==> config.mk <==
export PLATFORM = sky130hd
export DESIGN_NAME = mux_channel_scanner
export DESIGN_NICKNAME = d
export VERILOG_FILES = /design/src/rtl/mux_scan_pkg.sv /design/src/rtl/rate_divider.sv /design/src/rtl/mux_channel_scanner.sv
export SDC_FILE = /design/constraint.sdc
export NUM_CORES = 1
export LEC_CHECK = 0
export CORE_ASPECT_RATIO = 0.75
export CORE_MARGIN = 3
export CORE_UTILIZATION = 49
export CTS_CLUSTER_DIAMETER = 150
export DETAILED_ROUTE_END_ITERATION = 12
export PLACE_DENSITY = 0.76
export SLEW_MARGIN = 20
export SYNTH_ARGS = -nofsm -noshare
export SYNTH_HDL_FRONTEND = slang
export SYNTH_HIERARCHICAL = 1
export SYNTH_SLANG_ARGS = --single-unit
==> constraint.sdc <==
create_clock -name clock -period 3.39 [get_ports clock]
set_clock_uncertainty 0.15 [all_clocks]
set_input_delay 0.5085 -clock clock [delete_from_list [all_inputs] [get_ports clock]]
set_output_delay 0.5085 -clock clock [all_outputs]
set_load 0.03 [all_outputs]
==> src/rtl/mux_scan_pkg.sv <==
// Shared types and constants for the multiplexer channel scanner.
package mux_scan_pkg;

   typedef enum logic [2:0] {
      S_IDLE,
      S_DRIVE,
      S_CAPTURE,
      S_WAIT,
      S_DONE
   } scan_state_t;

   localparam int NUM_CH   = 4;
   localparam int SEL_W    = 2;
   localparam int SETTLE_W = 4;

endpackage

==> src/rtl/rate_divider.sv <==
// Load/decrement dwell counter with a zero flag; reloaded on every WAIT entry.
module rate_divider
   import mux_scan_pkg::*;
#(
   parameter int DIV_WIDTH = 26
) (
   input  logic                 clock,
   input  logic                 reset,
   input  logic                 load,
   input  logic                 dec,
   input  logic [DIV_WIDTH-1:0] load_val,
   output logic                 zero
);

   logic [DIV_WIDTH-1:0] count;

   always_ff @(posedge clock or posedge reset) begin
      if (reset) begin
         count <= '0;
      end else if (load) begin
         count <= load_val;
      end else if (dec && (count != '0)) begin
         count <= count - 1'b1;
      end
   end

   assign zero = (count == '0);

endmodule

==> src/rtl/mux_channel_scanner.sv <==
// Steps the 4:1 mux select through every channel, captures each settled output
// bit and publishes the 4-bit word with a one-cycle valid strobe.
module mux_channel_scanner
   import mux_scan_pkg::*;
#(
   parameter int SETTLE    = 1,
   parameter int DIV_WIDTH = 26
) (
   input  logic                 clock,
   input  logic                 reset,
   input  logic                 enable,
   input  logic                 mode,
   input  logic                 start,
   input  logic [DIV_WIDTH-1:0] rate_max,
   input  logic                 mux_out,
   output logic [SEL_W-1:0]     sel,
   output logic [NUM_CH-1:0]    sample,
   output logic                 sample_valid,
   output logic                 busy
);

   localparam logic [SETTLE_W-1:0] SETTLE_INIT = SETTLE_W'(SETTLE - 1);
   localparam logic [SEL_W-1:0]    LAST_CH     = SEL_W'(NUM_CH - 1);

   scan_state_t          state, state_next;
   logic [SETTLE_W-1:0]  settle_cnt;
   logic [NUM_CH-1:0]    shadow, shadow_next;
   logic [SEL_W-1:0]     sel_next;
   logic                 settle_load, settle_dec;
   logic                 dwell_load, dwell_dec, dwell_zero;
   logic                 capture, last_ch, auto_go;

   assign last_ch = (sel == LAST_CH);
   assign auto_go = ~mode & enable;

   rate_divider #(
      .DIV_WIDTH (DIV_WIDTH)
   ) u_dwell (
      .clock    (clock),
      .reset    (reset),
      .load     (dwell_load),
      .dec      (dwell_dec),
      .load_val (rate_max),
      .zero     (dwell_zero)
   );

   always_comb begin
      state_next  = state;
      sel_next    = sel;
      settle_load = 1'b0;
      settle_dec  = 1'b0;
      dwell_load  = 1'b0;
      dwell_dec   = 1'b0;
      capture     = 1'b0;
      case (state)
         S_IDLE: begin
            if (auto_go || (mode && start)) begin
               state_next  = S_DRIVE;
               sel_next    = '0;
               settle_load = 1'b1;
            end
         end
         S_DRIVE: begin
            if (settle_cnt == '0) begin
               state_next = S_CAPTURE;
            end else begin
               settle_dec = 1'b1;
            end
         end
         S_CAPTURE: begin
            capture = 1'b1;
            if (last_ch) begin
               state_next = S_DONE;
            end else begin
               state_next = S_WAIT;
               dwell_load = 1'b1;
            end
         end
         S_WAIT: begin
            if (dwell_zero) begin
               state_next  = S_DRIVE;
               sel_next    = sel + 1'b1;
               settle_load = 1'b1;
            end else begin
               dwell_dec = 1'b1;
            end
         end
         S_DONE: begin
            // mode/enable are only consulted here, so a running sweep always completes
            if (auto_go) begin
               state_next  = S_DRIVE;
               sel_next    = '0;
               settle_load = 1'b1;
            end else begin
               state_next = S_IDLE;
            end
         end
         default: state_next = S_IDLE;
      endcase
   end

   always_comb begin
      shadow_next = shadow;
      if (capture) begin
         shadow_next[sel] = mux_out;
      end
   end

   always_ff @(posedge clock or posedge reset) begin
      if (reset) begin
         state        <= S_IDLE;
         sel          <= '0;
         settle_cnt   <= '0;
         shadow       <= '0;
         sample       <= '0;
         sample_valid <= 1'b0;
         busy         <= 1'b0;
      end else begin
         state <= state_next;
         sel   <= sel_next;
         if (settle_load) begin
            settle_cnt <= SETTLE_INIT;
         end else if (settle_dec) begin
            settle_cnt <= settle_cnt - 1'b1;
         end
         shadow <= shadow_next;
         // the last channel's bit is merged on the same edge that publishes the word
         if (capture && last_ch) begin
            sample <= shadow_next;
         end
         sample_valid <= capture & last_ch;
         busy         <= (state_next != S_IDLE);
      end
   end

endmodule

# ---- After elaboration in Yosys (flattened, before gate mapping)
# Index checks and enable logic that the tools add are counted.
dict set report classes {
  add_sub_neg 3
  magnitude_cmp 2
  eq_ne 8
  muxes 29
  bitwise_logic 3
  reduce_logical 14
}
# op n
set ops {}
lappend ops {{26-bit two-way mux} 2}
lappend ops {{26-bit zero test} 1}
lappend ops {{26-bit nonzero test} 1}
lappend ops {{26-bit by 1-bit subtractor with 26-bit output (second input constant)} 1}
lappend ops {{3-bit case mux with 5 select lines} 1}
lappend ops {{1-bit two-way mux} 12}
lappend ops {{3-bit two-way mux} 4}
lappend ops {{4-bit two-way mux} 3}
lappend ops {{3-bit by 2-bit equality test with 1-bit output (second input constant)} 2}
lappend ops {{2-bit two-way mux} 3}
lappend ops {{2-bit != test (second input constant)} 3}
lappend ops {{2-bit case mux with 3 select lines} 1}
lappend ops {{3-bit nonzero test} 2}
lappend ops {{4-bit bitwise mux} 1}
lappend ops {{1-bit logical AND} 4}
lappend ops {{4-bit zero test} 1}
lappend ops {{4-bit AND reduction} 1}
lappend ops {{2-bit nonzero test} 2}
lappend ops {{4-bit by 1-bit subtractor with 4-bit output (second input constant)} 1}
lappend ops {{3-bit by 1-bit equality test with 1-bit output (second input constant)} 1}
lappend ops {{3-bit equality test (second input constant)} 1}
lappend ops {{3-bit zero test} 1}
lappend ops {{2-bit by 3-bit < comparator with 1-bit output (second input constant)} 1}
lappend ops {{1-bit case mux with 3 select lines} 1}
lappend ops {{other kinds (7)} 8}
dict set report word_totals {
  reg_bits 45
  input_bits 32
}

# ---- Depth between registers and ports, before layout
dict set report depth {
  depth_word 6
  ltp_mapped 13
  mapped_depth_nobuf 11
}

# ---- By module
# The synthesis kept the hierarchy.
# module n_inst cells_per_inst area_each_um2
set modules_own_cells {}
lappend modules_own_cells {rate_divider 1 184 1646.6}
lappend modules_own_cells {mux_channel_scanner 1 92 997.2}

# ---- Worst setup path before layout
# Ideal clock, no wire load.
dict set report synth_path {
  path_type {register to register}
  start {reg u_dwell.count[0]}
  end {reg u_dwell.count[5]}
  arrival_ns 2.911
  required_time_ns 3.106
  path_slack_ns 0.196
  stages_incl_launch_ff 14
  path_buffers 3
  synth_period_minus_slack_ns 3.194
  path_cell_list {dfrtp_1 -> inv_1 -> ha_1 -> or4b_1 -> buf_2 -> or4_4 -> buf_6 -> nor2_1 -> and4bb_2 -> clkbuf_1 -> nor3b_1 -> o21ai_0 -> xor2_1 -> o21ai_0}
}
dict set report synth_between {
  elab_chain_len 5
}
# element line
set synth_lines {}
lappend synth_lines {{start, declared} rate_divider.sv:15} ;# logic [DIV_WIDTH-1:0] count;
lappend synth_lines {{start signal, assigned} rate_divider.sv:21} ;# count <= load_val;
lappend synth_lines {{start signal, assigned} rate_divider.sv:23} ;# count <= count - 1'b1;
lappend synth_lines {{26-bit zero test} rate_divider.sv:27} ;# assign zero = (count == '0);
lappend synth_lines {{net dwell_zero} mux_channel_scanner.sv:30} ;# logic dwell_load, dwell_dec, dwell_zero;
lappend synth_lines {{1-bit two-way mux} mux_channel_scanner.sv:80} ;# if (dwell_zero) begin
lappend synth_lines {{1-bit two-way mux} mux_channel_scanner.sv:55} ;# case (state)
lappend synth_lines {{net dwell_dec} mux_channel_scanner.sv:30}
lappend synth_lines {{1-bit logical AND} rate_divider.sv:22} ;# end else if (dec && (count != '0)) begin
lappend synth_lines {{2-bit nonzero test (no source line)} --}
# The timed path passes the listed nets, and every way through them passes these cells. The select of a mux whose other input is x is not followed.
# A chain may end at the register's enable or synchronous reset.

# ---- Final worst setup path
dict set report layout_path {
  start {reg u_dwell.count[0]}
  end {reg u_dwell.count[21]}
}
# The elaborated chain is that of the path after synthesis.

==> summary.txt <==
syn_nets = 314
H-tree levels = 2
hpwl dp = 4.21 mm
CTS resizes = 0
final net count = 348
final instance area = 0.00317 mm²
nature of the critical path endpoint = flop
Ports = 40
die area = 0.00632 mm²
Worst setup SP type = flop
pwr/cell area = 756 mW/mm²
GPL Wtd Cong = 0.882
Sink Count = 44
final hold slack = 363 ps
synthesis warning total = 6
PortBufs = 39
TNS Setup = 0 ps
Post-CTS Repair Setup Buffers = 0
status = completed
fillcell total = 438
Post-synth EDFFs = 0
Max VDD drop = 0.289 mV
DR pass1 iterations = 4
Cell Area, Placed = 0.00307 mm²
clk buf depth = 2
initial cell density of the core = 0.525
cell-by-cell listing of the critical path = inv_1 -> ha_1 -> or4b_1 -> or4_4 -> nor2_1 -> and4bb_2 -> o21ai_2 -> or2_2 -> o311ai_0
initial antenna violation count = 0
slowest stage delay, CP = 530 ps
Max-Cap Viols = 0
Post-Synthesis Cell Area = 0.00264 mm²
GRT overflow = 0
syn avg cell area = 9.58 µm²
# hold bufs at CTS = 0
Die W = 90.8 µm
Worst EP arrival = 3220 ps
clock latency on the worst-skew pair = 300 ps
Worst-Margin Slew = 939 ps
share of the synthesized area in the top cell type = 0.416
via count = 2176
max-slew violation count = 0
relative slew slack = 0.370
Mapped Cells = 276
Final Cycle Share = 0.950
FF+latch count, synth = 44
TritonCTS clock tree = yes
Num CTS Buffers = 5
WL/cell = 15.4 µm
final hold vios = 0
final routed DRC violation total = 0
RSZ-0062 raised after global routing = false
Worst EP required = 3390 ps
CP Class = reg -> reg
dominant cell type by area after synthesis = dfrtp_1
worst slack, placed = 213 ps
Synth cell types = 53
largest cells by area after synthesis = dfrtp_1, nand2_1, nor2_1
fraction of registers with async set/reset = 1.00
Crit path max-delay family = simple AND/OR/NAND/NOR gates
fin crit period = 3220 ps
peak fanout along the critical path = 17
vias per std cell = 5.68
die height = 69.6 µm
vias in the first global route = 2090
WP buf/inv = 1
Total Power = 2.40 mW
Final WS setup = 169 ps
sequential element share of the synthesized area = 0.416
Core ar. = 0.00504 mm²
Max Freq = 310 MHz
Area Overhead vs Synth = 20.0%
global-route wire length before repair = 10.2 mm
Root Driver = clkbuf_8
Synth Flop Type = dfrtp_1
hold crit path type = reg -> reg
number of antenna repair diodes = 0
slowest CP cell = or4_4
final wirelength = 5.90 mm
# setup viols final = 0
share of layout cells above drive strength 1 = 0.109
Lkg Pwr = 1.20 nW
drt initial violations = 150
Clock transition at path regs = 80 ps
# rows = 22
largest net degree at the start of global routing = 29
total global-route track usage = 0.197
ANT nets after route = 0
[power by group]
group	internal [mW]	leakage, nW	switching [mW]
logic	0.461	0.611	0.547
registers	0.747	0.530	0.247
clock network	0.219	0.0552	0.177
[Yosys cell counts, types with 2 or more instances]
master / instances
nor2_1: 24
nand2_1: 24
inv_1: 11
nor3b_2: 2
o21ai_0: 15
or3_1: 8
buf_2: 3
xnor2_1: 6
buf_4: 3
o311ai_0: 3
o211ai_2: 2
ha_1: 6
nand3_1: 8
or4_1: 9
a31oi_1: 8
mux2_2: 7
or2_2: 2
nand4_1: 2
nor2b_1: 3
clkbuf_1: 7
dfrtp_1: 44
mux2i_1: 5
o41ai_1: 2
or4b_1: 2
o31ai_1: 5
nor3_1: 9
buf_6: 3
a21oi_1: 9
o211ai_1: 5
a21o_1: 2
or3b_1: 2
nand4b_1: 3
and4bb_2: 2
o2111ai_1: 3
nor4_1: 3
xor2_1: 7
[layout by cell type (no fill, tap or decap), types with 3 or more instances in the layout]
cell / count
o311ai_0: 3
or4_1: 9
nand4b_1: 3
clkdlybuf4s50_1: 39
or3_1: 8
inv_1: 10
nor2_1: 24
nor2b_1: 3
mux2i_1: 5
nand2_1: 24
clkbuf_8: 5
ha_1: 6
buf_4: 4
xor2_1: 7
o211ai_1: 5
o31ai_1: 5
mux2_2: 7
a31oi_1: 8
a21oi_1: 9
o2111ai_1: 3
o21ai_0: 15
xnor2_1: 6
nor3_1: 9
dfrtp_1: 44
nor4_1: 3
nand3_1: 8
[logic make-up (layout without fill, tap and decap cells)]
| logic type | after synthesis | in the layout | share of synthesized area |
|---|---|---|---|
| and+or+nand+nor | 112 | 112 | 0.248 |
| AOI/OAI and AO/OA | 60 | 60 | 0.155 |
| DFF | 44 | 44 | 0.416 |
| buffers and inverters | 28 | 63 | 0.0539 |
| xor gates and xnor gates | 13 | 13 | 0.0431 |
| muxes | 13 | 13 | 0.0544 |
| adders and majority gates | 6 | 6 | 0.0284 |
[stage by stage]
stage                     std cells  utilization
after global placement          375        0.609
final                           383        0.630
after global routing            383        0.630
after floorplan                 276            -
after CTS                       383        0.630
after detailed placement        375        0.609
[worst reg2reg max path: stages (launching register included)]
cell      delay (ps)
dfrtp_1          400
inv_1            100
ha_1             170
or4b_1           470
or4_4            530
nor2_1           200
and4bb_2         390
o21ai_2          310
or2_2            240
o311ai_0         130
[final cells by class]
class                   count  area [µm²]  area share
multi-input cells         204        1410       0.444
inverters                  12        45.0      0.0142
clock inverters             2        35.0      0.0110
flip-flops and latches     44        1100       0.347
clock buffers               6        72.6      0.0229
well taps                  72        90.1      0.0284
repair buffers             43         420       0.132
[layer usage]
metal | up-vias | wire length (µm) | global-route usage
li1 | 1081 | - | -
met1 | 1027 | 2940 | 0.299
met2 | 60 | 2550 | 0.280
met3 | 8 | 335 | 0.0456
met4 | 0 | 66 | 0.0502
met5 | - | 0 | 0
[sequential cells by signal, summed over array words and instances, names as in the netlist]
register,count
sel,2
shadow,3
sample_valid,1
u_dwell/count,26
settle_cnt,4
state,3
sample,4
busy,1
[worst paths after layout]
| check | start | end | slack (ps) | cells after the start |
|---|---|---|---|---|
| setup / recovery | u_dwell/count[0] | u_dwell/count[21] | 170 | 9 |
| min in group asynchronous | reset | u_dwell/count[25] | 500 | 2 |
| hold / removal | shadow[0] | shadow[0] | 360 | 1 |
| hold reg to reg | shadow[0] | shadow[0] | 360 | 1 |
| max in group asynchronous | reset | busy | 2140 | 2 |
| setup reg to reg | u_dwell/count[0] | u_dwell/count[21] | 170 | 9 |
(Power assumes the default switching activity.)
